--- src/rtl/pm_loader_pkg.sv ---
`default_nettype none
// ============================================================================
// Module      : pm_loader_pkg
// Description : Shared processor constants: loader FSM encodings, HALT word,
//               and instruction opcodes.
// Revision    : 1.0 - initial release
// ============================================================================
package pm_loader_pkg;

  // Loader FSM encodings
  localparam logic [2:0] c_st_idle   = 3'd0;
  localparam logic [2:0] c_st_low    = 3'd1;
  localparam logic [2:0] c_st_high   = 3'd2;
  localparam logic [2:0] c_st_write  = 3'd3;
  localparam logic [2:0] c_st_finish = 3'd4;

  typedef enum logic [2:0] {
    IDLE   = c_st_idle,
    LOW    = c_st_low,
    HIGH   = c_st_high,
    WRITE  = c_st_write,
    FINISH = c_st_finish
  } state_t;

  localparam logic [15:0] c_halt_word = 16'h0000;

  // Processor opcodes (instruction bits [15:12])
  localparam logic [3:0] c_op_halt  = 4'h0;
  localparam logic [3:0] c_op_load  = 4'h1;
  localparam logic [3:0] c_op_store = 4'h2;
  localparam logic [3:0] c_op_add   = 4'h3;
  localparam logic [3:0] c_op_sub   = 4'h4;
  localparam logic [3:0] c_op_and   = 4'h5;
  localparam logic [3:0] c_op_or    = 4'h6;
  localparam logic [3:0] c_op_jump  = 4'h7;
  localparam logic [3:0] c_op_jz    = 4'h8;
  localparam logic [3:0] c_op_nop   = 4'hF;

endpackage
`default_nettype wire

--- src/rtl/pm_loader.sv ---
`default_nettype none
// ============================================================================
// Module      : pm_loader
// Description : Assembles little-endian byte pairs from a serial receiver into
//               program-memory words and writes them until HALT or full.
// Revision    : 1.0 - initial release
// ============================================================================
module pm_loader
  import pm_loader_pkg::*;
#(
  parameter int                     MEM_SIZE    = 9,
  parameter int                     ADDR_LENGTH = 11,
  parameter int                     DATA_LENGTH = 16,
  parameter int                     BYTE_WIDTH  = 8,
  parameter logic [DATA_LENGTH-1:0] HALT_WORD   = DATA_LENGTH'(c_halt_word)
) (
  input  logic                   i_Clk,
  input  logic                   i_Reset,
  input  logic                   i_Start,
  input  logic [BYTE_WIDTH-1:0]  i_RxData,
  input  logic                   i_RxValid,
  output logic                   o_WrEn,
  output logic [ADDR_LENGTH-1:0] o_WrAddr,
  output logic [DATA_LENGTH-1:0] o_WrData,
  output logic                   o_Busy,
  output logic                   o_Done,
  output logic                   o_Error,
  output logic [ADDR_LENGTH:0]   o_WordCount
);

  localparam logic [ADDR_LENGTH:0] c_mem_size = (ADDR_LENGTH+1)'(MEM_SIZE);

  state_t                 r_state;
  logic [ADDR_LENGTH-1:0] r_addr;
  logic [ADDR_LENGTH:0]   r_count;
  logic [DATA_LENGTH-1:0] r_data;
  logic                   r_wr_en;
  logic                   r_busy;
  logic                   r_done;
  logic                   r_error;

  logic [ADDR_LENGTH:0]   w_count_next;

  assign w_count_next = r_count + (ADDR_LENGTH+1)'(1);

  always_ff @(posedge i_Clk) begin
    if (!i_Reset) begin
      r_state <= IDLE;
      r_addr  <= '0;
      r_count <= '0;
      r_data  <= '0;
      r_wr_en <= 1'b0;
      r_busy  <= 1'b0;
      r_done  <= 1'b0;
      r_error <= 1'b0;
    end else begin
      case (r_state)
        IDLE, FINISH: begin
          if (i_Start) begin
            r_state <= LOW;
            r_addr  <= '0;
            r_count <= '0;
            r_busy  <= 1'b1;
            r_done  <= 1'b0;
            r_error <= 1'b0;
          end
        end
        LOW: begin
          if (i_RxValid) begin
            r_data[BYTE_WIDTH-1:0] <= i_RxData;
            r_state                <= HIGH;
          end
        end
        HIGH: begin
          if (i_RxValid) begin
            r_data[2*BYTE_WIDTH-1:BYTE_WIDTH] <= i_RxData;
            r_wr_en                           <= 1'b1;
            r_state                           <= WRITE;
          end
        end
        WRITE: begin
          r_wr_en <= 1'b0;
          r_addr  <= r_addr + ADDR_LENGTH'(1);
          r_count <= w_count_next;
          if (r_data == HALT_WORD) begin
            r_state <= FINISH;
            r_busy  <= 1'b0;
            r_done  <= 1'b1;
          end else if (w_count_next == c_mem_size) begin
            r_state <= FINISH;
            r_busy  <= 1'b0;
            r_error <= 1'b1;
          end else if (i_RxValid) begin
            // Streaming receiver: the next low byte may arrive while writing
            r_data[BYTE_WIDTH-1:0] <= i_RxData;
            r_state                <= HIGH;
          end else begin
            r_state <= LOW;
          end
        end
        default: begin
          r_state <= IDLE;
          r_wr_en <= 1'b0;
          r_busy  <= 1'b0;
        end
      endcase
    end
  end

  assign o_WrEn      = r_wr_en;
  assign o_WrAddr    = r_addr;
  assign o_WrData    = r_data;
  assign o_Busy      = r_busy;
  assign o_Done      = r_done;
  assign o_Error     = r_error;
  assign o_WordCount = r_count;

endmodule
`default_nettype wire

--- config.mk ---
export PLATFORM = sky130hd
export DESIGN_NAME = pm_loader
export DESIGN_NICKNAME = d
export VERILOG_FILES = /design/src/rtl/pm_loader_pkg.sv /design/src/rtl/pm_loader.sv
export SDC_FILE = /design/constraint.sdc
export NUM_CORES = 1
export LEC_CHECK = 0
export BUFFER_PORTS_ARGS = -buffer_cell sky130_fd_sc_hd__buf_2
export CORE_MARGIN = 1.5
export CORE_UTILIZATION = 40
export CTS_CLUSTER_DIAMETER = 60
export DETAILED_ROUTE_END_ITERATION = 10
export PLACE_DENSITY = 0.75
export SLEW_MARGIN = 10
export SYNTH_ARGS = -nofsm -noshare
export SYNTH_HDL_FRONTEND = slang
export SYNTH_SLANG_ARGS = --single-unit
--- constraint.sdc ---
create_clock -name i_Clk -period 2.1 [get_ports i_Clk]
set_input_delay 0.63 -clock i_Clk [delete_from_list [all_inputs] [get_ports i_Clk]]
set_output_delay 0.63 -clock i_Clk [all_outputs]
set_load 0.01 [all_outputs]
==> results of run 1 <==
==> kinds of logic after synthesis <==
group / count (synthesis)
adders and majority gates: 4
AOI/OAI and AO/OA: 63
xor gates and xnor gates: 3
buffers and inverters: 22
muxes: 10
and+or+nand+nor: 142
DFF: 46
==> metrics by stage <==
step           area [um^2]  setup slack (ns)  hold WS, ns  cells
2_1_floorplan         2340           0.00375        0.484    290
5_1_grt               2980           -0.0633        0.507    430
4_1_cts               2940            0.0165        0.482    430
6_report              2980            0.0300        0.480    430
3_5_place_dp          2810            -0.189        0.468    422
3_3_place_gp          2810            -0.121        0.458    422
==> cell type report <==
cell class	instances	area share (%)
Sequential cell	46	31.4
Inverter	4	0.504
Timing Repair Buffer	78	15.5
Clock buffer	6	3.15
Clock inverter	2	0.630
Multi-Input combinational cell	222	45.7
Tap cell	72	3.03
==> where the power goes <==
group	internal, mW	total (mW)	switching (mW)
registers	0.888	0.910	0.0219
logic	0.0768	0.184	0.107
clock network	0.315	0.647	0.332
==> metal layers <==
| metal | share of wire (%) | up-vias | GRT usage (%) | wire length (um) |
|---|---|---|---|---|
| met2 | 50 | 41 | 33.7 | 2890 |
| met1 | 45 | 1094 | 23.1 | 2600 |
| met5 | 0 | - | 0 | 0 |
| met4 | 1.2 | 0 | 5.61 | 70 |
| li1 | - | 1144 | - | - |
| met3 | 3.7 | 6 | 3.56 | 212 |
==> sequential cells by signal, indices dropped and copies added, names as in the netlist <==
signal / count
o_WrAddr: 11
o_Error: 1
r_state: 3
o_WrData: 16
o_Busy: 1
o_WordCount: 12
o_Done: 1
o_WrEn: 1
==> worst max-delay path, delay by kind of cell, from the launching register on <==
family                     cells  cell delay (ns)
muxes                          1             0.13
DFF                            1             0.38
and+or+nand+nor                3             0.85
AOI/OAI and AO/OA              3             0.44
adders and majority gates      1             0.17
==> synthesized netlist by cell type, types with 2 or more instances <==
library cell  instances  area (um^2)
a21boi_0             13         97.6
a21oi_1              15         75.1
a22oi_1               4         30.0
a31oi_1               3         18.8
and2_1                5         31.3
and3_1                4         25.0
and3b_1               2         17.5
buf_2                 6         30.0
buf_4                 2         15.0
clkbuf_1              8         30.0
dfxtp_1              46          921
ha_1                  3         37.5
inv_1                 4         15.0
mux2i_1              10          100
nand2_1              56          210
nand2b_1              2         12.5
nand3_1              10         50.1
nand3b_1              3         22.5
nand4_1               3         18.8
nor2_1               19         71.3
nor2b_1              11         68.8
nor3_1                7         35.0
nor4_1                6         37.5
o211a_1               2         20.0
o211ai_1              2         15.0
o21a_1                6         45.0
o21ai_0              15         75.1
or2_2                 3         18.8
or3_1                 3         18.8
xnor2_1               2         17.5
==> worst min path at each step <==
stage	slack (ns)	end	start
final	0.48	o_WrData[0]	o_WrData[0]
after global routing	0.51	o_Busy	o_Busy
after CTS	0.48	o_WrData[0]	o_WrData[0]
after detailed placement	0.47	o_WrData[0]	o_WrData[0]
after global placement	0.46	o_WrAddr[4]	o_WrAddr[4]
after floorplan	0.48	o_WrAddr[4]	o_WrAddr[4]
==> repair_timing <==
| item | 4_1_cts | 5_1_grt |
|---|---|---|
| gates resized for setup | 5 | 10 |
| setup endpoints to repair | 11 | 11 |
| cloned | 0 | 0 |
| pin swaps | 0 | 3 |
==> flow_summary.ini, run 1 <==
[routing]
ant_nets = 0
routed_wl_um = 5770
viasPerCell = 5.31
first_pass_iters = 4
drc = 0
routedWlPerCell_um = 13.4
vias = 2285
drt_iter0_drc = 99

[timing]
clock_skew_ns = 0.00478
maxSlewViolCount = 0
hold_viol = 0
relSlewSlack_pct = 71.7
tightestPinTransition_ns = 0.421
max_freq_ghz = 0.483
tns_ns = 0
fin_crit_sh_pct = 98.6
setup_viol = 0
finalCriticalPeriod_ns = 2.07
rsz0062_at_grt = true

[yosys]
synthCells = 290
synth_enable_flop_cells = 0
synthesis.nets = 305
synth_top_family_by_area = simple AND/OR/NAND/NOR gates
syn_area_per_cell_um2 = 7.98
synth_compound_area_share_pct = 17.4
yosys.area_share.adder_pct = 2.06
ys_types = 45
synthXorXnorAreaFrac_pct = 1.14
synthFlopType = dfxtp_1
ys_ff_latch = 46
yosys.area_share.simple_pct = 30.7
seq_area_frac_synth_pct = 39.8
synthArstFlopShare_pct = 0
yosys_warnings = 0
syn_area_um2 = 2310
synth_mux_area_share_pct = 4.33

[critical_path]
critPathArrivalTime_ns = 2.26
critPathCaptureType = flop
critPathLaunch = o_WordCount[1]
crit_path_cell_trace = ha_4 > nor3_2 > a31oi_1 > or4b_4 > nor4_4 > a21oi_2 > o21a_4 > mux2i_1
critPathKind = flop to flop
crit-reg2reg-launch = o_WordCount[1]
rr_worst_depth = 8
r2r_setup_slack_ns = 0.03
required_ns = 2.29
worstSetupStartpointType = flop
critPathMaxStageDelay_ns = 0.54
rr_endpoint = o_WrData[1]
crit_slowest_cell = or4b_4
crit_path_end = o_WrData[1]
crit_fanout = 8

[global_route]
grt.total_usage_pct = 18.9
antenna_found_initial = 0
grt_pass1_wl_um = 9600
grt_max_degree = 37
first_global_vias = 2109
grt_overflow = 0

[floorplanning]
die_y_um = 79.1
core-area_um2 = 5540
io_pins = 55
fp.dieArea_um2 = 6250
die_w_um = 79.1
initial_core_util_pct = 41.8
row_count = 27

[placement]
hpwl_um = 4110
portBuffers = 54
gp_congestion = 0.867

[power_and_ir_drop]
power_mw = 1.74
vdd_ir_drop_max_uv = 304
p_leak_nw = 1.28
power.density_nw_per_um2 = 585

[final_layout]
final_cell_mix = nand2_1 (56), buf_2 (54), dfxtp_1 (38), buf_4 (23), nor2_1 (19)
multi_input_area_um2 = 1360
final_common_cell = nand2_1
regArea_um2 = 936
nets = 372
fill_cells = 533
antenna_cells = 0
final_util_pct = 53.7
area_growth_pct = 28.7
drive_gt1_share_pct = 31.0

[run]
maxCapViolCount = 0

[run_status]
status = finished clean

[clocking]
holdBufCountCts = 0
cts_max_level = 2
clockBufferDepth = 2
cts_tree = yes
clkTransAtPathRegs_ns = 0.09
numCtsBuffers = 5
clk_latency_ns = 0.30
clockRootBuffer = clkbuf_8
clock-sinks = 46
cts_setup_buffers = 0

[min_path]
hold_depth = 2
hold_path.class = flop to flop
No activity file was read; power rests on OpenSTA's default activity.
==> run 2, diff against run 1 <==
- CTS_BUF_LIST: not set -> sky130_fd_sc_hd__clkbuf_16
==> run 2 against run 1 <==
Via count is essentially flat. Power grew 14%. Maximum frequency is essentially flat. Sequential share of layout area decreased by 0.65 points. Clock skew about the same. Largest cell class unchanged. Highest routed layer unchanged. Critical path depth is the same. Critical endpoint is now o_WrData[7]. Non-clock buffer count unchanged. Die area did not move. Combinational power about the same. Sequential power hardly changed.
==> flow_summary.ini, run 2 (synthesis results as in run 1) <==
[critical_path]
required_ns = 2.28
critPathKind = flop to flop
critPathCaptureType = flop
critPathArrivalTime_ns = 2.25
worstSetupStartpointType = flop
crit_fanout = 8

[final_layout]
largest_register_ffs = 16
final_common_cell = nand2_1
nets = 372
fill_cells = 519
drive_gt1_share_pct = 31.0
regArea_um2 = 935
multi_input_area_um2 = 1370
design_area_um2 = 3040
antenna_cells = 0
area_growth_pct = 31.3
final_cell_mix = nand2_1 (56), buf_2 (54), dfxtp_1 (39), buf_4 (23), nor2_1 (19)
final_util_pct = 54.8

[routing]
routed_wl_um = 5860
routedWlPerCell_um = 13.6
ant_nets = 0
drt_iter0_drc = 99
drc = 0
viasPerCell = 5.32
first_pass_iters = 4
vias = 2286

[floorplanning]
die_w_um = 79.1
row_count = 27
io_pins = 55
initial_core_util_pct = 41.8
die_y_um = 79.1
core-area_um2 = 5540
fp.dieArea_um2 = 6250

[clocking]
clk_latency_ns = 0.29
cts_setup_buffers = 0
clock-sinks = 46
cts_tree = yes
clkTransAtPathRegs_ns = 0.07
cts_max_level = 2
numCtsBuffers = 5
clockRootBuffer = clkbuf_16
clockBufferDepth = 2
holdBufCountCts = 0

[global_route]
antenna_found_initial = 0
grt_max_degree = 37
first_global_vias = 2117
grt_overflow = 0
grt.total_usage_pct = 19.1
grt_pass1_wl_um = 9650

[timing]
clock_skew_ns = 0.00485
fin_crit_sh_pct = 98.6
maxSlewViolCount = 0
tightestPinTransition_ns = 0.432
rsz0062_at_grt = true
max_freq_ghz = 0.483
tns_ns = 0
holdWs_ns = 0.476
setup_viol = 0
hold_viol = 0
relSlewSlack_pct = 71.0
finalCriticalPeriod_ns = 2.07

[min_path]
hold_path.class = flop to flop

[power_and_ir_drop]
p_leak_nw = 1.31
power_mw = 1.98
power.density_nw_per_um2 = 652
vdd_ir_drop_max_uv = 339

[run_status]
status = finished clean

[run]
maxCapViolCount = 0

[placement]
dpl_cell_area_um2 = 2810
portBuffers = 54
gp_congestion = 0.867
hpwl_um = 4110
==> run 2: cell counts in the layout (fill, tap and decap cells not counted) <==
No cell type changed its count.
==> run 2: timing repair <==
action,CTS,global route
endpoints found under the setup margin,11,11
resized for setup,5,10
gates cloned,0,0
pin swaps,0,4
==> run 2: final timing paths <==
kind / depth (start not counted) / to / from / slack (ns)
min reg2reg: 2 / o_WrData[0] / o_WrData[0] / 0.48
max reg2reg: 8 / o_WrData[7] / o_WordCount[1] / 0.03
min: 2 / o_WrData[0] / o_WrData[0] / 0.48
max: 8 / o_WrData[7] / o_WordCount[1] / 0.03
==> run 2: layout make-up <==
cell class	instances	area share, %
multi-input combinational	222	45.0
tap	72	2.97
sequential	46	30.8
clock buffer	6	4.94
timing repair buffer	78	15.2
clock inverter	2	0.618
inverter	4	0.494
==> run 2: routing by layer <==
metal | track usage, % | part of all wire [%]
met2 | 33.9 | 50
met5 | 0 | 0
met3 | 3.56 | 3.4
met1 | 23.1 | 46
met4 | 5.96 | 1.2
==> run 2: critical path, cell delays in order, from the launching register on <==
cell,delay [ns]
dfxtp_4,0.37
ha_4,0.17
nor3_2,0.10
a31oi_1,0.07
or4b_4,0.55
nor4_4,0.19
a21oi_2,0.10
o21a_4,0.28
mux2i_1,0.14
==> run 2: through the flow <==
stage | setup slack, ns | cells
floorplan | 0.00375 | 290
finish | 0.0302 | 430
CTS | 0.00372 | 430
detailed placement | -0.189 | 422
global route | -0.0934 | 430
global placement | -0.121 | 422
==> run 2: report_power, final <==
group          total, mW  switching [mW]  internal (mW)
clock network      0.885           0.362          0.522
registers          0.910          0.0222          0.888
logic              0.185           0.108         0.0775
total               1.98           0.493           1.49
==> run 3, diff against run 2 <==
==> constraint.sdc (replaced) <==
create_clock -name i_Clk -period 2.1 [get_ports i_Clk]
set_input_delay 0.42 -clock i_Clk [delete_from_list [all_inputs] [get_ports i_Clk]]
set_output_delay 0.42 -clock i_Clk [all_outputs]
set_load 0.01 [all_outputs]
==> run 3 against run 2 <==
The flow now finishes with violations (negative setup slack). Final cell count increased by 0.23%. Critical path depth is the same. Highest routed layer unchanged. Clock skew down 0.0026 ns. Wire length decreased by 3.0%.
==> flow_summary.ini, run 3 (synthesis results as in run 1) <==
[global_route]
first_global_vias = 2051
grt_max_degree = 24
grt_pass1_wl_um = 9390
grt.total_usage_pct = 18.9
grt_overflow = 0
antenna_found_initial = 0

[routing]
drt_iter0_drc = 124
drc = 0
first_pass_iters = 4
routedWlPerCell_um = 13.2
vias = 2225
routed_wl_um = 5680
ant_nets = 0
viasPerCell = 5.16

[critical_path]
worstSetupStartpointType = flop
rr_worst_depth = 8
critPathCaptureType = flop
crit_fanout = 8
critPathLaunch = o_WordCount[1]
critPathKind = flop to flop
required_ns = 2.27
critPathArrivalTime_ns = 2.31
crit-reg2reg-launch = o_WordCount[1]

[power_and_ir_drop]
p_leak_nw = 1.31
vdd_ir_drop_max_uv = 287
power_mw = 2.00
power.density_nw_per_um2 = 663

[floorplanning]
die_y_um = 79.1
fp.dieArea_um2 = 6250
core-area_um2 = 5540
die_w_um = 79.1
io_pins = 55
row_count = 27
initial_core_util_pct = 41.8

[final_layout]
largest_register_ffs = 16
antenna_cells = 0
design_area_um2 = 3020
finalNonFillerCells = 431
final_common_cell = nand2_1
final_cell_mix = nand2_1 (56), buf_2 (54), dfxtp_1 (39), buf_4 (25), nor2_1 (19)
final_util_pct = 54.4
area_growth_pct = 30.3
fill_cells = 522
drive_gt1_share_pct = 30.9
regArea_um2 = 935
nets = 373
multi_input_area_um2 = 1350

[timing]
fin_crit_sh_pct = 102
tightestPinTransition_ns = 0.436
clock_skew_ns = 0.00229
holdWs_ns = 0.388
rsz0062_at_grt = true
relSlewSlack_pct = 70.5
max_freq_ghz = 0.469
maxSlewViolCount = 0
hold_viol = 0
finalCriticalPeriod_ns = 2.13
setup_viol = 8
fin_ws_ns = -0.0323

[placement]
hpwl_um = 4000
dpl_cell_area_um2 = 2790
gp_congestion = 0.854
portBuffers = 54
dp.cells = 422

[clocking]
clk_latency_ns = 0.29
numCtsBuffers = 5
clock-sinks = 46
cts_tree = yes
holdBufCountCts = 0
clockRootBuffer = clkbuf_16
cts_max_level = 2
clockBufferDepth = 2
clkTransAtPathRegs_ns = 0.06

[min_path]
holdCritStartpoint = i_RxData[5]
hold_depth = 3
hold_path.class = input port to flop

[run]
maxCapViolCount = 0

[run_status]
violations = negative setup slack
status = complete, but fails checks
-- run 3: cell count changes in the layout (fill, tap and decap cells not counted), sizes merged --
cell and delta:
buf +1, bufinv +1, clkbuf -1, clkinv +1
clkinvlp -1
-- run 3: area by class of cell --
| type | count | area share, % |
|---|---|---|
| Clock buffer | 5 | 4.15 |
| Sequential cell | 46 | 31.0 |
| Clock inverter | 3 | 1.45 |
| Multi-Input combinational cell | 222 | 44.7 |
| Inverter | 4 | 0.498 |
| Timing Repair Buffer | 79 | 15.2 |
| Tap cell | 72 | 2.99 |
-- run 3: worst paths after layout --
check                  to  slack [ns]
max           o_WrData[1]       -0.03
max reg2reg   o_WrData[1]       -0.03
min reg2reg        o_WrEn        0.46
min          o_WrData[13]        0.39
-- run 3: worst max-delay path, cell delays in order (launching register included) --
cell and delay (ns):
dfxtp_4 0.37, ha_4 0.17, nor3_2 0.11, a31oi_1 0.06
or4b_4 0.53, nor4_4 0.27, a21oi_2 0.11, o21a_4 0.26
mux2i_1 0.14
-- run 3: repair_timing --
item | in CTS | in global routing
buffers inserted | 1 | 0
endpoints found under the setup margin | 8 | 13
gates resized for setup | 4 | 10
pin swaps | 0 | 12
-- run 3: per-stage QoR --
| stage | setup TNS, ns | worst slack [ns] |
|---|---|---|
| after CTS | 0 | 0.0275 |
| final | -0.175 | -0.0323 |
| after detailed placement | -1.15 | -0.153 |
| after floorplan | 0 | 0.00375 |
| after global placement | -0.980 | -0.123 |
| after global routing | -0.923 | -0.114 |
-- run 3: where the power goes --
group | leakage [nW] | internal [mW] | total [mW] | switching, mW
clock | 0.0842 | 0.564 | 0.907 | 0.344
combinational | 0.845 | 0.0756 | 0.187 | 0.111
sequential | 0.376 | 0.889 | 0.905 | 0.0168
-- run 3: metal layers --
layer  track usage (%)  wire, um
met5                 0         0
met4              8.60       118
met3              3.22       210
met2              31.5      2770
met1              23.7      2580
